===== config.mk =====
export PLATFORM = sky130hd
export DESIGN_NAME = trace_capture
export DESIGN_NICKNAME = d
export VERILOG_FILES = /design/src/rtl/trace_pkg.sv /design/src/rtl/trace_fifo.sv /design/src/rtl/trace_capture.sv
export SDC_FILE = /design/constraint.sdc
export NUM_CORES = 2
export LEC_CHECK = 0
export ABC_AREA = 1
export CORE_ASPECT_RATIO = 2
export CORE_UTILIZATION = 60
export CTS_BUF_LIST = sky130_fd_sc_hd__clkbuf_2
export DETAILED_ROUTE_END_ITERATION = 12
export PLACE_DENSITY = 0.8
export SYNTH_ARGS = -nofsm -noshare
export SYNTH_HDL_FRONTEND = slang
export SYNTH_HIERARCHICAL = 1
export SYNTH_SLANG_ARGS = --single-unit
export TNS_END_PERCENT = 50

===== constraint.sdc =====
create_clock -name clk -period 12.2 [get_ports clk]
set_clock_uncertainty 0.2 [all_clocks]
set_input_delay 1.83 -clock clk [delete_from_list [all_inputs] [get_ports clk]]
set_output_delay 1.83 -clock clk [all_outputs]
set_load 0.02 [all_outputs]

===== src/rtl/trace_pkg.sv =====
// Shared definitions for the trace capture block: record layout, widths and
// field positions. Constants are given for the default 32-bit data width;
// rec_width() gives the record width for any data width.
package trace_pkg;

    localparam int TRACE_DATA_W = 32;
    localparam int REC_W        = 2 * TRACE_DATA_W + 18;

    // Field positions (default data width)
    localparam int GAP_POS     = REC_W - 1;
    localparam int WR_POS      = REC_W - 2;
    localparam int RD_POS      = REC_W - 3;
    localparam int REGW_POS    = REC_W - 4;
    localparam int REGNUM_MSB  = REC_W - 5;
    localparam int ADDR_MSB    = 2 * TRACE_DATA_W + 8;
    localparam int MEM_MSB     = 2 * TRACE_DATA_W - 1;
    localparam int MEM_LSB     = TRACE_DATA_W;
    localparam int REGDATA_MSB = TRACE_DATA_W - 1;

    typedef struct packed {
        logic                    gap;
        logic                    wr;
        logic                    rd;
        logic                    regw;
        logic [4:0]              reg_num;
        logic [8:0]              addr;
        logic [TRACE_DATA_W-1:0] mem_data;
        logic [TRACE_DATA_W-1:0] reg_data;
    } trace_rec_t;

    function automatic int rec_width(input int data_w);
        return 2 * data_w + 18;
    endfunction

endpackage


===== src/rtl/trace_fifo.sv =====
// Synchronous FIFO holding trace records. Head data is shown combinationally
// from storage and forced to zero while empty. A write is accepted when not
// full, or when full and a pop happens in the same cycle.
module trace_fifo
    import trace_pkg::*;
#(
    parameter int W     = 82,
    parameter int DEPTH = 16
) (
    input  logic                     clk,
    input  logic                     reset,
    input  logic                     wr_en,
    input  logic                     rd_en,
    input  logic [W-1:0]             wr_data,
    output logic [W-1:0]             rd_data,
    output logic                     full,
    output logic                     empty,
    output logic [$clog2(DEPTH):0]   count
);

    localparam int AW = $clog2(DEPTH);
    localparam int CW = AW + 1;
    localparam logic [CW-1:0] DEPTH_C = CW'(DEPTH);

    logic [W-1:0]  mem_q [DEPTH];
    logic [AW-1:0] wptr_q, wptr_d;
    logic [AW-1:0] rptr_q, rptr_d;
    logic [CW-1:0] count_q, count_d;
    logic          do_wr_s;
    logic          do_rd_s;

    assign full  = (count_q == DEPTH_C);
    assign empty = (count_q == {CW{1'b0}});
    assign count = count_q;

    // Accept/pop qualification and pointer/occupancy next-state
    always_comb begin
        do_rd_s = rd_en && !empty;
        do_wr_s = wr_en && (!full || do_rd_s);
        wptr_d  = wptr_q;
        rptr_d  = rptr_q;
        count_d = count_q;
        if (do_wr_s) begin
            wptr_d = wptr_q + {{(AW-1){1'b0}}, 1'b1};
        end else begin
            wptr_d = wptr_q;
        end
        if (do_rd_s) begin
            rptr_d = rptr_q + {{(AW-1){1'b0}}, 1'b1};
        end else begin
            rptr_d = rptr_q;
        end
        case ({do_wr_s, do_rd_s})
            2'b10:   count_d = count_q + {{(CW-1){1'b0}}, 1'b1};
            2'b01:   count_d = count_q - {{(CW-1){1'b0}}, 1'b1};
            default: count_d = count_q;
        endcase
    end

    // Head record, zero while empty
    always_comb begin
        if (empty) begin
            rd_data = {W{1'b0}};
        end else begin
            rd_data = mem_q[rptr_q];
        end
    end

    // Pointer and occupancy registers
    always_ff @(posedge clk or negedge reset) begin
        if (!reset) begin
            wptr_q  <= {AW{1'b0}};
            rptr_q  <= {AW{1'b0}};
            count_q <= {CW{1'b0}};
        end else begin
            wptr_q  <= wptr_d;
            rptr_q  <= rptr_d;
            count_q <= count_d;
        end
    end

    // Record storage; contents are don't-care until written
    always_ff @(posedge clk) begin
        if (do_wr_s) begin
            mem_q[wptr_q] <= wr_data;
        end
    end

endmodule


===== src/rtl/trace_capture.sv =====
// Trace capture: forms a record from each register-write / memory-access
// event, queues it in trace_fifo, and accounts for events lost to a full
// queue (drop counter, sticky overflow, gap marker on the next record).
module trace_capture
    import trace_pkg::*;
#(
    parameter int DATA_W = 32,
    parameter int DEPTH  = 16
) (
    input  logic                          clk,
    input  logic                          reset,
    input  logic                          en,
    input  logic                          clr,
    input  logic                          reg_write_sig,
    input  logic [4:0]                    reg_num,
    input  logic [DATA_W-1:0]             reg_data,
    input  logic                          wr,
    input  logic                          rd,
    input  logic [8:0]                    addr,
    input  logic [DATA_W-1:0]             wr_data,
    input  logic [DATA_W-1:0]             rd_data,
    output logic                          out_valid,
    input  logic                          out_ready,
    output logic [2*DATA_W+17:0]          out_data,
    output logic [$clog2(DEPTH):0]        count,
    output logic [15:0]                   drop_cnt,
    output logic                          overflow
);

    localparam int REC_BITS = rec_width(DATA_W);

    logic                regw_s;
    logic                evt_s;
    logic                pop_s;
    logic                push_s;
    logic                drop_s;
    logic                full_s;
    logic                empty_s;
    logic [DATA_W-1:0]   mem_data_s;
    logic [REC_BITS-1:0] rec_s;
    logic [15:0]         drop_base_s;
    logic [15:0]         drop_cnt_q, drop_cnt_d;
    logic                overflow_q, overflow_d;
    logic                gap_pend_q, gap_pend_d;

    // Event detection, accept/drop decision and record formation
    always_comb begin
        regw_s = reg_write_sig && (reg_num != 5'd0);
        evt_s  = en && (wr || rd || regw_s);
        pop_s  = !empty_s && out_ready;
        push_s = evt_s && (!full_s || pop_s);
        drop_s = evt_s && !push_s;
        if (wr) begin
            mem_data_s = wr_data;
        end else if (rd) begin
            mem_data_s = rd_data;
        end else begin
            mem_data_s = {DATA_W{1'b0}};
        end
        rec_s = {gap_pend_q, wr, rd, regw_s,
                 (regw_s ? reg_num : 5'd0),
                 ((wr || rd) ? addr : 9'd0),
                 mem_data_s,
                 (regw_s ? reg_data : {DATA_W{1'b0}})};
    end

    // Drop statistics and gap tracking; a same-cycle drop lands after clr
    always_comb begin
        if (clr) begin
            drop_base_s = 16'h0000;
        end else begin
            drop_base_s = drop_cnt_q;
        end
        if (drop_s && (drop_base_s != 16'hFFFF)) begin
            drop_cnt_d = drop_base_s + 16'h0001;
        end else begin
            drop_cnt_d = drop_base_s;
        end
        overflow_d = (clr ? 1'b0 : overflow_q) | drop_s;
        if (push_s) begin
            gap_pend_d = 1'b0;
        end else if (drop_s) begin
            gap_pend_d = 1'b1;
        end else begin
            gap_pend_d = gap_pend_q;
        end
    end

    // Statistics and gap-pending registers
    always_ff @(posedge clk or negedge reset) begin
        if (!reset) begin
            drop_cnt_q <= 16'h0000;
            overflow_q <= 1'b0;
            gap_pend_q <= 1'b0;
        end else begin
            drop_cnt_q <= drop_cnt_d;
            overflow_q <= overflow_d;
            gap_pend_q <= gap_pend_d;
        end
    end

    trace_fifo #(
        .W     (REC_BITS),
        .DEPTH (DEPTH)
    ) u_fifo (
        .clk     (clk),
        .reset   (reset),
        .wr_en   (push_s),
        .rd_en   (pop_s),
        .wr_data (rec_s),
        .rd_data (out_data),
        .full    (full_s),
        .empty   (empty_s),
        .count   (count)
    );

    assign out_valid = !empty_s;
    assign drop_cnt  = drop_cnt_q;
    assign overflow  = overflow_q;

endmodule

======== Yosys cells after proc, flatten, opt, wreduce, memory -nomap -nowiden ========
Memory sizes are Yosys's and may differ from the RTL's.
Index checks and enable logic that the tools add are counted.
cells by class
  add/subtract/negate cells ............... 5
  multipliers ............................. 0
  divide/modulo/power cells ............... 0
  order comparisons ....................... 0
  equal/unequal tests ..................... 4
  shift-type cells ........................ 0
  muxes and demuxes ....................... 14
  bitwise gates (word level) .............. 1
  reductions and logical operators ........ 19
operators with widths
  kind                   count
  $mux 32                3
  $mux 82                1
  $mux 16                2
  $add 16x1->16 const B  1
  $ne 16x16->1 const B   1
  $pmux 5 s2             1
  $mux 9                 1
  $add 4x1->4 const B    2
  $logic_and 1x1->1      8
  $add 5x1->5 const B    1
  $eq 5x5->1 const B     1
  $logic_not 5->1        1
  $mux 1                 5
  $mux 5                 1
  $reduce_bool 5->1      1
  $sub 5x1->5 const B    1
  $logic_or 1x1->1       4
  $reduce_bool 2->1      2
  $logic_not 1->1        3
  $eq 2x1->1 const B     1
  $eq 2x2->1 const B     1
  $or 1x1->1             1
word-level totals
  bits in registers ....................... 31
  latch bits .............................. 0
  RAM bits ................................ 1,312
  memory bits (read-only) ................. 0
  bits of input ports ..................... 118
  output and inout port bits .............. 105
  word-level logic and storage cells ...... 50
  memories ................................ 1
memories
  name          words  width  read ports  clocked after Yosys merged registers in  write ports  line              RTL
  u_fifo.mem_q  16     82     1           0                                        1            trace_fifo.sv:25  logic [W-1:0] mem_q [DEPTH];

======== Depth between registers and ports, before layout ========
  depth after elaboration ................. 9
  gate-level depth with buffers ........... 18
  gate-level depth less buffers ........... 17

======== Hierarchy ========
Netlist, hierarchy kept.
by module, submodules not included
  module         instances  cells each  area an instance (µm²)  seq. area each (µm²)
  trace_fifo     1          4,337       52,930.8                39,723.1
  trace_capture  1          411         2,273.4                 450.4

======== Worst setup path before layout ========
No wires, ideal clock.
  kind .................................... input -> register
  start ................................... in reg_num[2]
  end ..................................... mem u_fifo.mem_q[11][0] (enable)
  library setup time ...................... 0.523 ns
  arrival time ............................ 6.221 ns
  data required time ...................... 11.477 ns
  path slack .............................. 5.256 ns
  stages on the path ...................... 10
  path buffers ............................ 0
  cell sequence ........................... nor2_1 > nand3_1 > nand2_2 > nand2_1 > nand2_1 > nor2_1 > o21ai_0 > inv_1 > nand2_1 > nor2_1
between the ends
  longest elaborated chain between the ends .. 8
RTL lines
  item                          line                 RTL
  start: declaration            trace_capture.sv:15  input logic [4:0] reg_num,
  $reduce_bool 5->1             trace_capture.sv:48  regw_s = reg_write_sig && (reg_num != 5'd0);
  $logic_and 1x1->1             trace_capture.sv:48
  $logic_or 1x1->1              trace_capture.sv:49  evt_s = en && (wr || rd || regw_s);
  $logic_and 1x1->1             trace_capture.sv:49
  $logic_and 1x1->1             trace_capture.sv:51  push_s = evt_s && (!full_s || pop_s);
  via push_s                    trace_capture.sv:35  logic push_s;
  $logic_and 1x1->1             trace_fifo.sv:39     do_wr_s = wr_en && (!full || do_rd_s);
  $mux 1                        trace_fifo.sv:84     if (do_wr_s) begin
  $mux 1 (implied by the code)  trace_fifo.sv:85     mem_q[wptr_q] <= wr_data;
  end: declaration              trace_fifo.sv:25
The timed path passes the listed nets, and every way through them passes these cells.

======== Final worst setup path ========
  start ................................... reg u_fifo.rptr_q[0]
  end ..................................... out out_data[72]
between the ends
  longest elaborated chain between the ends .. 2
RTL lines
  item                      line                 RTL
  start: declaration        trace_fifo.sv:27     logic [AW-1:0] rptr_q, rptr_d;
  start signal: assignment  trace_fifo.sv:73     rptr_q <= {AW{1'b0}};
  start signal: assignment  trace_fifo.sv:77     rptr_q <= rptr_d;
  $mem_v2 16x82             n/a
  $mux 82                   trace_fifo.sv:62     if (empty) begin
  end: declaration          trace_capture.sv:24  output logic [2*DATA_W+17:0] out_data,
Every way passes these cells.

==> results_dict.tcl <==
set metrics [dict create \
    max_freq_mhz 125 \
    rr_worst_depth 11 \
    cts_setup_buffers 0 \
    start_util 0.604 \
    clk_pin_slew_ns 0.12 \
    setup_viol 0 \
    grt_pass1_vias 38800 \
    synth_fp_nets 4876 \
    routed_wirelength_um 141000 \
    min_from "overflow$_DFF_PN0_" \
    area.growth.synth_to_final_pct 9.40 \
    clock_latency_ns 1.39 \
    rows 157 \
    clkPwrFrac 0.187 \
    final-hold-violation-count 0 \
    htree_levels 5 \
    clockRootBuffer "clkbuf_2" \
    period_minus_slack_ns 8.00 \
    path_class "reg -> out" \
    rsz0062_at_grt "false" \
    utilization 0.661 \
    numCtsBuffers 286 \
    max_slew_margin 0.0506 \
    p_seq_frac 0.414 \
    p_switching_mw 5.61 \
    via_per_inst 6.04 \
    dp_hpwl_um 72300 \
    setup_tns_ns 0 \
    period_share 0.656 \
    drt_iter0_markers 4142 \
    maxSlewViolCount 0 \
    syn_avg_cell_area_um2 11.6 \
    p_int_mw 8.15 \
    io_pins 223 \
    synth_edf_count 1312 \
    antenna_found_initial 2 \
    vias 38500 \
    cts_tree "yes" \
    ant_nets 0 \
    path_max_fanout 228 \
    die_y_um 431 \
    yosysMostFrequentCell "edfxtp_1" \
    status "finished, final reports clean" \
    drc 0 \
    netlist_top_cells_area "edfxtp_1, nor2_1, nand3_1" \
    combPwrFrac 0.399 \
    hold_end "overflow$_DFF_PN0_" \
    yosysSeqAreaShare 0.728 \
    whs_path_depth 2 \
    synth_warnings 6 \
    design.core.area_um2 91300 \
    port_buffers 222 \
    routabilityCongestion 0.811 \
    synth_top_cells_by_count "edfxtp_1, nor2_1, nand2_1" \
    synth_area_leader_cell "edfxtp_1" \
    fillCellCount 6526 \
    wl_per_cell_um 22.1 \
    synthArstFlopShare 0.0231 \
    die_x_um 216 \
    r2r-start "u_fifo/count[0]$_DFFE_PN0P_" \
    grt_max_degree 229 \
    cts_resized 0 \
    synth_area_um2 55200 \
    startpoint_type "register" \
    r2r_slack_ns 7.18 \
    worstPathRequired_ns 10.17 \
    grt_pass1_wl_um 214000 \
    critical_path_arrival_ns 5.97 \
    synthCells 4748 \
    firstDrtPassIters 6 \
    dominantRegCellSynth "edfxtp_1" \
    synth_seq_cells 1343 \
    p_sw_frac 0.408 \
    cts_sinks 1343 \
    grtUsageTotal 0.302 \
    powerDensity_nw_per_um2 228 \
    worst_pin_slew_ns 1.42 \
    p_leak_nw 21.7 \
    maxCapViolCount 0 \
    synth_top_area_share 0.714 \
    endpoint_kind "output port" \
    yosys.cell_types.count 32 \
    clockBufferDepth 4 \
    hp-class "reg -> reg" \
    reg2reg_to "u_fifo/mem_q[1][3]$_DFFE_PP_" \
    ir_worst_vdd_mv 0.243 \
    nets 5134 \
    fp.dieArea_um2 93300 \
    postCtsHoldBufs 0 \
    drive_above_1_share 0.101 \
    grt_overflow 0 \
]
## state kept, by name, indices dropped and copies added, names as in the netlist
name	cells
u_fifo/mem_q	1312
drop_cnt	16
u_fifo/count	5
u_fifo/rptr_q	4
u_fifo/wptr_q	4
gap_pend_q	1
overflow	1
## worst max-delay path, cell delays in order (launching register included)
cell,delay (ns)
dfrtp_4,0.79
inv_8,0.81
buf_4,0.91
nand2_1,0.11
nand2_1,0.10
nand2_1,0.06
nand3_1,0.12
nand3_1,0.10
a21oi_1,0.42
clkdlybuf4s50_1,0.70
## cells by family (layout without fill, tap and decap cells)
group | after synthesis | in the layout | synth area share
adders and majority gates | 10 | 10 | 0.00240
and+or+nand+nor | 2294 | 2294 | 0.171
other | 0 | 1 | 0
AOI/OAI and AO/OA | 682 | 682 | 0.0630
DFF | 1343 | 1343 | 0.728
buffers and inverters | 404 | 843 | 0.0333
xor gates and xnor gates | 15 | 15 | 0.00238
## per-stage QoR
step / worst slack (ns) / cell area (µm²) / std cells / power [mW] / hold slack (ns)
final: 4.20 / 60400 / 6380 / 13.8 / 0.302
after global routing: 3.97 / 60400 / 6380 / 14.5 / 0.347
after CTS: 4.21 / 60400 / 6379 / 13.7 / 0.304
after detailed placement: 5.78 / 58000 / 5910 / 11.2 / 0.270
after global placement: 5.75 / 58000 / 5910 / 11.1 / 0.271
after floorplan: 5.26 / 55200 / 4748 / 9.29 / 0.383
## power groups by stage
stage | Sequential, mW | Combinational [mW] | Clock, mW
floorplan | 5.70 | 3.59 | 0
global placement | 5.77 | 5.29 | 0
detailed placement | 5.79 | 5.41 | 0
CTS | 5.68 | 5.45 | 2.61
global route | 5.72 | 5.94 | 2.80
finish | 5.69 | 5.50 | 2.57
## cells in the final DEF (no fill, tap or decap), types with 4 or more instances in the layout
master,count
buf_4,43
nor2_4,22
buf_12,4
clkinv_2,12
clkdlybuf4s50_1,220
edfxtp_1,1312
nand2_1,550
nand3_1,521
nor2_1,1171
o21ai_1,70
dfrtp_1,27
clkinv_1,48
ha_1,9
dfrtp_4,4
nand2_2,12
nand4_1,8
o21ai_0,499
a21oi_1,87
xor2_1,13
o211ai_1,24
inv_1,99
clkbuf_2,402
## worst max-delay path by stage
stage	startpoint	to
2_1_floorplan	reg_num[2]	u_fifo/mem_q[11][0]$_DFFE_PP_
4_1_cts	u_fifo/rptr_q[0]$_DFFE_PN0N_	out_data[57]
3_5_place_dp	u_fifo/rptr_q[0]$_DFFE_PN0N_	out_data[76]
5_1_grt	u_fifo/rptr_q[0]$_DFFE_PN0N_	out_data[34]
3_3_place_gp	u_fifo/rptr_q[0]$_DFFE_PN0N_	out_data[72]
6_report	u_fifo/rptr_q[0]$_DFFE_PN0N_	out_data[72]
## area by class of cell
cell class	instances	area [µm²]	area share
diodes	1	2.50	0.0000414
clock buffers	402	2010	0.0333
clock inverters	67	349	0.00578
inverters	105	422	0.00698
multi-input cells	3001	13300	0.220
flip-flops and latches	1343	40200	0.665
well taps	1192	1490	0.0247
repair buffers	269	2620	0.0433
## layer usage
layer / vias to the layer above / wire length, µm / GRT usage
li1: 17200 / - / -
met1: 18400 / 49300 / 0.365
met2: 2432 / 72100 / 0.521
met3: 454 / 13200 / 0.0504
met4: 0 / 6150 / 0.155
met5: - / 0 / 0
(Power assumes the default switching activity.)
